<file path="src/rtl/counter_scheduler.sv">
// counter_scheduler
//   Round-robin front end for one shared bit-counter unit. Grants one of
//   N_REQ requesters, captures its operand, launches the unit with a
//   one-cycle init pulse, waits for done and returns the count to the
//   winner with a one-cycle rsp_valid pulse. Only one job is in flight.
//
// Ports
//   clk_i, rst_i        clock, synchronous active-high reset
//   req_i, req_data_i   per-client request and operand (client i at [i*WIDTH +: WIDTH])
//   gnt_o               one-hot pulse: operand captured
//   rsp_valid_o         one-hot pulse: rsp_data_o valid for that client
//   rsp_data_o          count result, held until the next response
//   rsp_err_o           qualifies rsp_valid_o: job aborted by timeout
//   busy_o              high in every state except IDLE
//   cnt_init_o          start pulse to the counter unit
//   cnt_operand_o       operand to the counter unit, held until next grant
//   cnt_rst_o           abort pulse to the counter unit
//   cnt_done_i          done pulse from the counter unit
//   cnt_result_i        count from the counter unit, valid with cnt_done_i
//
// Build option
//   COUNTER_SCHED_TIMEOUT_EN : abort a job when WAIT lasts TIMEOUT cycles.
//   Without it, WAIT waits forever and cnt_rst_o / rsp_err_o are tied 0.
//
// state  | meaning
// IDLE   | sample req, pick winner, capture operand
// LAUNCH | cnt_init high for this cycle
// WAIT   | wait for cnt_done (or timeout)
// RESP   | rsp_valid high for the winner for this cycle

module counter_scheduler #(
  parameter int N_REQ   = 4,
  parameter int WIDTH   = 8,
  parameter int CW      = 4,
  parameter int TIMEOUT = 64
) (
  input  logic                   clk_i,
  input  logic                   rst_i,
  input  logic [N_REQ-1:0]       req_i,
  input  logic [N_REQ*WIDTH-1:0] req_data_i,
  output logic [N_REQ-1:0]       gnt_o,
  output logic [N_REQ-1:0]       rsp_valid_o,
  output logic [CW-1:0]          rsp_data_o,
  output logic                   rsp_err_o,
  output logic                   busy_o,
  output logic                   cnt_init_o,
  output logic [WIDTH-1:0]       cnt_operand_o,
  output logic                   cnt_rst_o,
  input  logic                   cnt_done_i,
  input  logic [CW-1:0]          cnt_result_i
);

  localparam int IW = $clog2(N_REQ);

  if (N_REQ < 2 || N_REQ > 8 || CW < $clog2(WIDTH + 1) || TIMEOUT < 2 || TIMEOUT > 256)
  begin : g_param_check
    $error("counter_scheduler: illegal parameter combination");
  end

  typedef enum logic [1:0] {
    S_IDLE   = 2'd0,
    S_LAUNCH = 2'd1,
    S_WAIT   = 2'd2,
    S_RESP   = 2'd3
  } state_t;

  state_t           state_q;
  logic [IW-1:0]    ptr_q;
  logic [IW-1:0]    idx_q;
  logic [N_REQ-1:0] gnt_q;
  logic [N_REQ-1:0] rsp_valid_q;
  logic [CW-1:0]    rsp_data_q;
  logic             busy_q;
  logic             cnt_init_q;
  logic [WIDTH-1:0] cnt_operand_q;

  logic             found_d;
  logic [IW-1:0]    idx_d;
  logic [WIDTH-1:0] operand_d;

  // Search starts one past the last winner, so the previous winner is
  // considered last and every pending client is served within N_REQ jobs.
  always_comb begin
    found_d = 1'b0;
    idx_d   = '0;
    for (int k = 1; k <= N_REQ; k++) begin
      if (!found_d && req_i[(int'(ptr_q) + k) % N_REQ]) begin
        found_d = 1'b1;
        idx_d   = IW'((int'(ptr_q) + k) % N_REQ);
      end
    end
  end

  assign operand_d = req_data_i[int'(idx_d)*WIDTH +: WIDTH];

`ifdef COUNTER_SCHED_TIMEOUT_EN
  localparam logic [7:0] WAIT_LAST = 8'(TIMEOUT - 1);

  logic [7:0] wait_cnt_q;
  logic       cnt_rst_q;
  logic       rsp_err_q;
`endif

  always_ff @(posedge clk_i) begin
    if (rst_i) begin
      state_q       <= S_IDLE;
      ptr_q         <= IW'(N_REQ - 1);
      idx_q         <= '0;
      gnt_q         <= '0;
      rsp_valid_q   <= '0;
      rsp_data_q    <= '0;
      busy_q        <= 1'b0;
      cnt_init_q    <= 1'b0;
      cnt_operand_q <= '0;
`ifdef COUNTER_SCHED_TIMEOUT_EN
      wait_cnt_q    <= '0;
      cnt_rst_q     <= 1'b0;
      rsp_err_q     <= 1'b0;
`endif
    end else begin
      // pulse outputs default low; each is raised for exactly one cycle
      gnt_q       <= '0;
      rsp_valid_q <= '0;
      cnt_init_q  <= 1'b0;
`ifdef COUNTER_SCHED_TIMEOUT_EN
      cnt_rst_q   <= 1'b0;
      rsp_err_q   <= 1'b0;
`endif
      case (state_q)
        S_IDLE: begin
          if (found_d) begin
            idx_q         <= idx_d;
            ptr_q         <= idx_d;
            cnt_operand_q <= operand_d;
            gnt_q         <= N_REQ'(1) << idx_d;
            cnt_init_q    <= 1'b1;
            busy_q        <= 1'b1;
            state_q       <= S_LAUNCH;
          end
        end
        S_LAUNCH: begin
`ifdef COUNTER_SCHED_TIMEOUT_EN
          wait_cnt_q <= '0;
`endif
          state_q <= S_WAIT;
        end
        S_WAIT: begin
          if (cnt_done_i) begin
            rsp_data_q  <= cnt_result_i;
            rsp_valid_q <= N_REQ'(1) << idx_q;
            state_q     <= S_RESP;
          end
`ifdef COUNTER_SCHED_TIMEOUT_EN
          else if (wait_cnt_q == WAIT_LAST) begin
            cnt_rst_q   <= 1'b1;
            rsp_data_q  <= '0;
            rsp_err_q   <= 1'b1;
            rsp_valid_q <= N_REQ'(1) << idx_q;
            state_q     <= S_RESP;
          end else begin
            wait_cnt_q <= wait_cnt_q + 8'd1;
          end
`endif
        end
        S_RESP: begin
          busy_q  <= 1'b0;
          state_q <= S_IDLE;
        end
        default: begin
          busy_q  <= 1'b0;
          state_q <= S_IDLE;
        end
      endcase
    end
  end

  assign gnt_o         = gnt_q;
  assign rsp_valid_o   = rsp_valid_q;
  assign rsp_data_o    = rsp_data_q;
  assign busy_o        = busy_q;
  assign cnt_init_o    = cnt_init_q;
  assign cnt_operand_o = cnt_operand_q;

`ifdef COUNTER_SCHED_TIMEOUT_EN
  assign cnt_rst_o = cnt_rst_q;
  assign rsp_err_o = rsp_err_q;
`else
  assign cnt_rst_o = 1'b0;
  assign rsp_err_o = 1'b0;
`endif

endmodule

</file>
<file path="config.mk">
export PLATFORM = sky130hd
export DESIGN_NAME = counter_scheduler
export DESIGN_NICKNAME = d
export VERILOG_FILES = /design/src/rtl/counter_scheduler.sv
export SDC_FILE = /design/constraint.sdc
export NUM_CORES = 1
export LEC_CHECK = 0
export BUFFER_PORTS_ARGS = -buffer_cell sky130_fd_sc_hd__buf_4
export CAP_MARGIN = 5
export CORE_AREA = 2 2 57 59
export DETAILED_ROUTE_END_ITERATION = 12
export DIE_AREA = 0 0 59 61
export PLACE_DENSITY = 0.92
export REMOVE_ABC_BUFFERS = 1
export SYNTH_ARGS = -nofsm -noshare
export SYNTH_HDL_FRONTEND = slang
export SYNTH_SLANG_ARGS = --single-unit
</file>
<file path="constraint.sdc">
create_clock -name clk_i -period 3.95 [get_ports clk_i]
set_clock_uncertainty 0.05 [all_clocks]
set_input_delay 0.5925 -clock clk_i [delete_from_list [all_inputs] [get_ports clk_i]]
set_output_delay 0.5925 -clock clk_i [all_outputs]
set_load 0.02 [all_outputs]
</file>
==> reports/qor.csv, run 1 <==
metric,value,unit
drv_slew,0,
syn-cell-area,1400,sq um
htree_levels,1,
synth_edf_count,0,
drt-vias-per-instance,5.14,
grt.total_usage,17.0,%
max_freq,0.451,GHz
seq_area,561,sq um
grt_pass1_wl,4690,um
ys_types,32,
synth_top_area_share,40.0,%
path_class,input port to register,
hold_path_class,register to register,
yosysWarnings,0,
fin_cells,240,
first_pass_iters,4,
rows,20,
dp_hpwl,2240,um
outcome,completed,
cts_resized,0,
synth.cells.most_frequent,"dfxtp_1, mux2i_1, nor2_1, nand2_1, a21oi_1",
overflow,0,
seq_area_frac_synth,40.0,%
ys_seq_elements,28,
design_area,1940,sq um
multi_input_area,781,sq um
async_flop_share,0,%
rsz0062_at_grt,no,
power.density,611,nW/um^2
required,4.16,ns
drive_gt1_share,42.0,%
nets,254,
postSynthAreaPerCell,9.60,sq um
crit_path_start_kind,input port,
cts_tree,yes,
core,2950,sq um
hold_violations,0,
syn_to_final_growth,38.3,%
avgRoutedWirePerCell,11.9,um
io_pins,67,
start_util,47.5,%
min_period,2.22,ns
syn_inst,146,
dieArea,3600,sq um
grt_pass1_vias,1132,
clock-sinks,28,
clk_pin_slew,0.15,ns
drc_errors,0,
internal_power,0.742,mW
synth_top_area_cell,dfxtp_1,
fin_crit_sh,56.1,%
ctsHoldBuffers,0,
clockPowerShare,15.7,%
numCtsBuffers,3,
die_y,61,um
path_max_fanout,18,
vdd_ir_drop_max,0.296,mV
diodes,0,
gp_congestion,0.794,
io_buffer_count,64,
synthTopCellsByArea,"dfxtp_1, mux2i_1, mux2_4",
comb_power_share,49.0,%
setup-tns-final,0,ns
worstMarginPinSlew,1.06,ns
grt_start_max_net_pins,25,
place_inst,236,
cts_root_buf,clkbuf_4,
synth_most_common_cell,dfxtp_1,
synth_top_flop_cell,dfxtp_1,
antenna_found_initial,0,
cts_setup_buffers,0,
dpl_cell_area,1890,sq um
vias,1234,
reg2reg_slack,1.77,ns
critPathArrivalTime,2.43,ns
clk_latency,0.32,ns
relSlewSlack,28.8,%
setup_viol,0,
drv_cap,0,
whs,0.416,ns
seqPwrFrac,35.4,%
endpoint_kind,register,
ant_nets,0,
drt-total-wl,2850,um
drtIter0Drc,31,
p_switching,0.442,mW
die_w,59,um
fill_cells,259,
leakagePower,0.897,nW
swShare,37.3,%
clockBufferDepth,2,
final_core_util,65.6,%
==> through the flow <==
stage,total power [mW],worst slack [ns]
final,1.18,1.73
after global routing,1.26,1.57
after detailed placement,1.01,1.35
after CTS,1.20,1.69
after global placement,0.997,1.42
after floorplan,0.812,1.29
==> critical path, cell delays in order <==
cell and delay [ns]:
buf_4 0.13, o21a_1 0.21, a211oi_4 0.90, mux2i_1 0.17, mux2_2 0.31, o21ai_2 0.12
==> worst paths after layout <==
check	start	endpoint	cells past startpoint
max	req_i[1]	cnt_operand_o[4]	6
min reg2reg	rsp_data_o[0]	rsp_data_o[0]	2
max reg2reg	ptr_q[0]	cnt_operand_o[4]	5
min	rsp_data_o[0]	rsp_data_o[0]	2
==> layout make-up <==
cell class	instances	area share (%)
clock buffers	3	1.16
repair buffers	65	25.2
inverters	4	0.775
multi-input cells	106	40.3
well taps	33	2.13
flip-flops and latches	28	28.9
clock inverters	1	1.55
==> registers in the layout, indices dropped and copies added (netlist names) <==
name           flops
cnt_operand_o      8
gnt_o              4
rsp_data_o         4
rsp_valid_o        4
idx_q              2
ptr_q              2
state_q            2
busy_o             1
cnt_init_o         1
==> layout by cell type, fill, tap and decap left out, types with 4 or more instances in the layout <==
| cell | count |
|---|---|
| nand2b_1 | 4 |
| inv_1 | 4 |
| buf_4 | 65 |
| nor3_1 | 4 |
| o21ai_2 | 8 |
| nor2_1 | 12 |
| nand3b_1 | 8 |
| a21oi_1 | 10 |
| nand3_1 | 4 |
| dfxtp_1 | 28 |
| nand2_1 | 11 |
| mux2i_1 | 16 |
| mux2_4 | 5 |
==> metal layers <==
metal  vias to the layer above  global-route usage (%)  wire length [um]
li1                        629                       -                 -
met1                       543                    18.6              1210
met2                        60                    31.3              1330
met3                         2                    5.76               295
met4                         0                    4.87                 9
met5                         -                       0                 0
==> power by group through the flow <==
stage	Sequential (mW)	Combinational [mW]	Clock [mW]
final	0.419	0.580	0.185
after global routing	0.425	0.639	0.199
after CTS	0.418	0.588	0.190
after detailed placement	0.424	0.587	0
after global placement	0.422	0.575	0
after floorplan	0.484	0.327	0
==> cells by family (layout without fill, tap and decap cells) <==
logic type | Yosys count | count (layout) | synth area share, %
flops | 28 | 28 | 40.0
compound gates | 23 | 23 | 11.5
buf+inv | 13 | 73 | 5.09
mux | 24 | 24 | 19.2
simple gates | 54 | 54 | 21.3
fa+ha+maj | 3 | 3 | 2.68
other cells | 1 | 2 | 0.268
No activity file was read; power rests on OpenSTA's default activity.
==> run 2: changes to the inputs <==
--- a/config.mk
+++ b/config.mk
@@ -7,10 +7,10 @@
 export LEC_CHECK = 0
 export BUFFER_PORTS_ARGS = -buffer_cell sky130_fd_sc_hd__buf_4
 export CAP_MARGIN = 5
-export CORE_AREA = 2 2 57 59
+export CORE_AREA = 2 2 62 64
 export DETAILED_ROUTE_END_ITERATION = 12
-export DIE_AREA = 0 0 59 61
-export PLACE_DENSITY = 0.92
+export DIE_AREA = 0 0 64 66
+export PLACE_DENSITY = 0.84
 export REMOVE_ABC_BUFFERS = 1
 export SYNTH_ARGS = -nofsm -noshare
 export SYNTH_HDL_FRONTEND = slang
==> constraint.sdc (replaced) <==
create_clock -name clk_i -period 1.8 [get_ports clk_i]
set_clock_uncertainty 0.05 [all_clocks]
set_input_delay 0.27 -clock clk_i [delete_from_list [all_inputs] [get_ports clk_i]]
set_output_delay 0.27 -clock clk_i [all_outputs]
set_load 0.02 [all_outputs]
==> reports/qor.csv, run 2 (synthesis gave the netlist of run 1 again) <==
metric,value,unit
outcome,completed,
leakagePower,0.938,nW
grt_pass1_wl,5060,um
io_buffer_count,64,
layout_commonest_cell,buf_4,
syn_to_final_growth,44.4,%
crit_path_start_kind,register,
clk_latency,0.32,ns
grt_pass1_vias,1192,
htree_levels,1,
die_w,64,um
gp_congestion,0.714,
fin_crit_sh,92.1,%
setup_slack,0.142,ns
hold-path-endpoint,rsp_data_o[0],
clock-sinks,28,
hold_path_class,input port to register,
seq_area,562,sq um
timing.rr.end,cnt_operand_o[7],
rsz0062_at_grt,no,
holdPathStages,3,
antenna_found_initial,0,
reg2reg_slack,0.14,ns
grt_start_max_net_pins,25,
fill_cells,325,
largest_reg_flops,8,
ant_nets,0,
max_freq,0.603,GHz
worstReg2RegStart,ptr_q[0],
hp-start,cnt_result_i[0],
endpoint_kind,register,
required,2.02,ns
drc_errors,0,
cts_root_buf,clkbuf_4,
multi_input_area,788,sq um
numCtsBuffers,3,
drive_gt1_share,44.6,%
drt-total-wl,3050,um
rows,22,
hold_violations,0,
clockBufferDepth,2,
pre_cts_slack,0.0599,ns
power.density,1340,nW/um^2
vdd_ir_drop_max,0.651,mV
cts_setup_buffers,0,
io_pins,67,
drt-vias-per-instance,4.74,
dp_hpwl,2400,um
first_pass_iters,4,
nets,260,
drv_cap,0,
power,2.71,mW
clk_pin_slew,0.15,ns
final_cell_mix,"buf_4, dfxtp_1, mux2i_1, nor2_1, nand2_1",
min_period,1.66,ns
diodes,0,
path_class,register to register,
cts_tree,yes,
critPathArrivalTime,1.88,ns
grt.total_usage,14.9,%
vias,1236,
setup_viol,0,
overflow,0,
avgRoutedWirePerCell,11.7,um
dieArea,4220,sq um
start_util,39.5,%
worst_r2r_path_depth,6,
core,3550,sq um
drtIter0Drc,40,
die_y,66,um
path_max_fanout,7,
drv_slew,0,
==> run 2: worst max-delay path: stages (launching register included) <==
cell	delay, ns
dfxtp_2	0.38
nand2b_4	0.14
o21ai_0	0.08
a211o_1	0.36
buf_4	0.19
mux2_4	0.30
o21ai_2	0.10
==> run 2: per-stage QoR <==
stage               std cells  util (%)  TNS, ns  instance area (sq um)  hold slack, ns
detailed placement        257      55.3        0                   1960           0.397
CTS                       261      56.7        0                   2010           0.129
global placement          257      55.3        0                   1960           0.394
finish                    261      57.0        0                   2020           0.141
global route              261      57.0        0                   2020           0.130
floorplan                 138         -    -5.21                   1350           0.289
==> run 2: report_power, final <==
part	internal (mW)	leakage (nW)	switching, mW
Combinational	0.683	0.681	0.698
Sequential	0.802	0.230	0.119
Clock	0.225	0.0279	0.180
Total	1.71	0.938	0.997
==> run 2: repair_timing <==
| item | in CTS | in global routing |
|---|---|---|
| gates resized for setup | 0 | 2 |
| setup endpoints to repair | 0 | 6 |
| hold buffers | 0 | 0 |
==> run 2: worst max-delay path by stage <==
| stage | start | to | slack [ns] | cells after the start |
|---|---|---|---|---|
| after floorplan | req_i[1] | cnt_operand_o[4] | -0.53 | 5 |
| after global placement | req_i[1] | cnt_operand_o[4] | 0.1 | 7 |
| after detailed placement | ptr_q[0] | cnt_operand_o[7] | 0.06 | 6 |
| after CTS | ptr_q[0] | cnt_operand_o[7] | 0.02 | 6 |
| after global routing | ptr_q[0] | cnt_operand_o[7] | 0.04 | 6 |
| final | ptr_q[0] | cnt_operand_o[7] | 0.14 | 6 |
==> run 2: layout make-up <==
type	count	share of cell area, %
Clock buffer	3	1.11
Clock inverter	1	1.48
Inverter	4	0.742
Multi-Input combinational cell	106	39.0
Sequential cell	28	27.8
Tap cell	48	2.97
Timing Repair Buffer	71	27.0
==> run 2: routing by layer <==
| layer | up-vias | GRT usage (%) | share of wire, % |
|---|---|---|---|
| met3 | 2 | 2.90 | 7.0 |
| met5 | - | 0 | 0 |
| met1 | 551 | 16.2 | 39 |
| met4 | 0 | 4.08 | 0.46 |
| li1 | 641 | - | - |
| met2 | 42 | 29.2 | 53 |
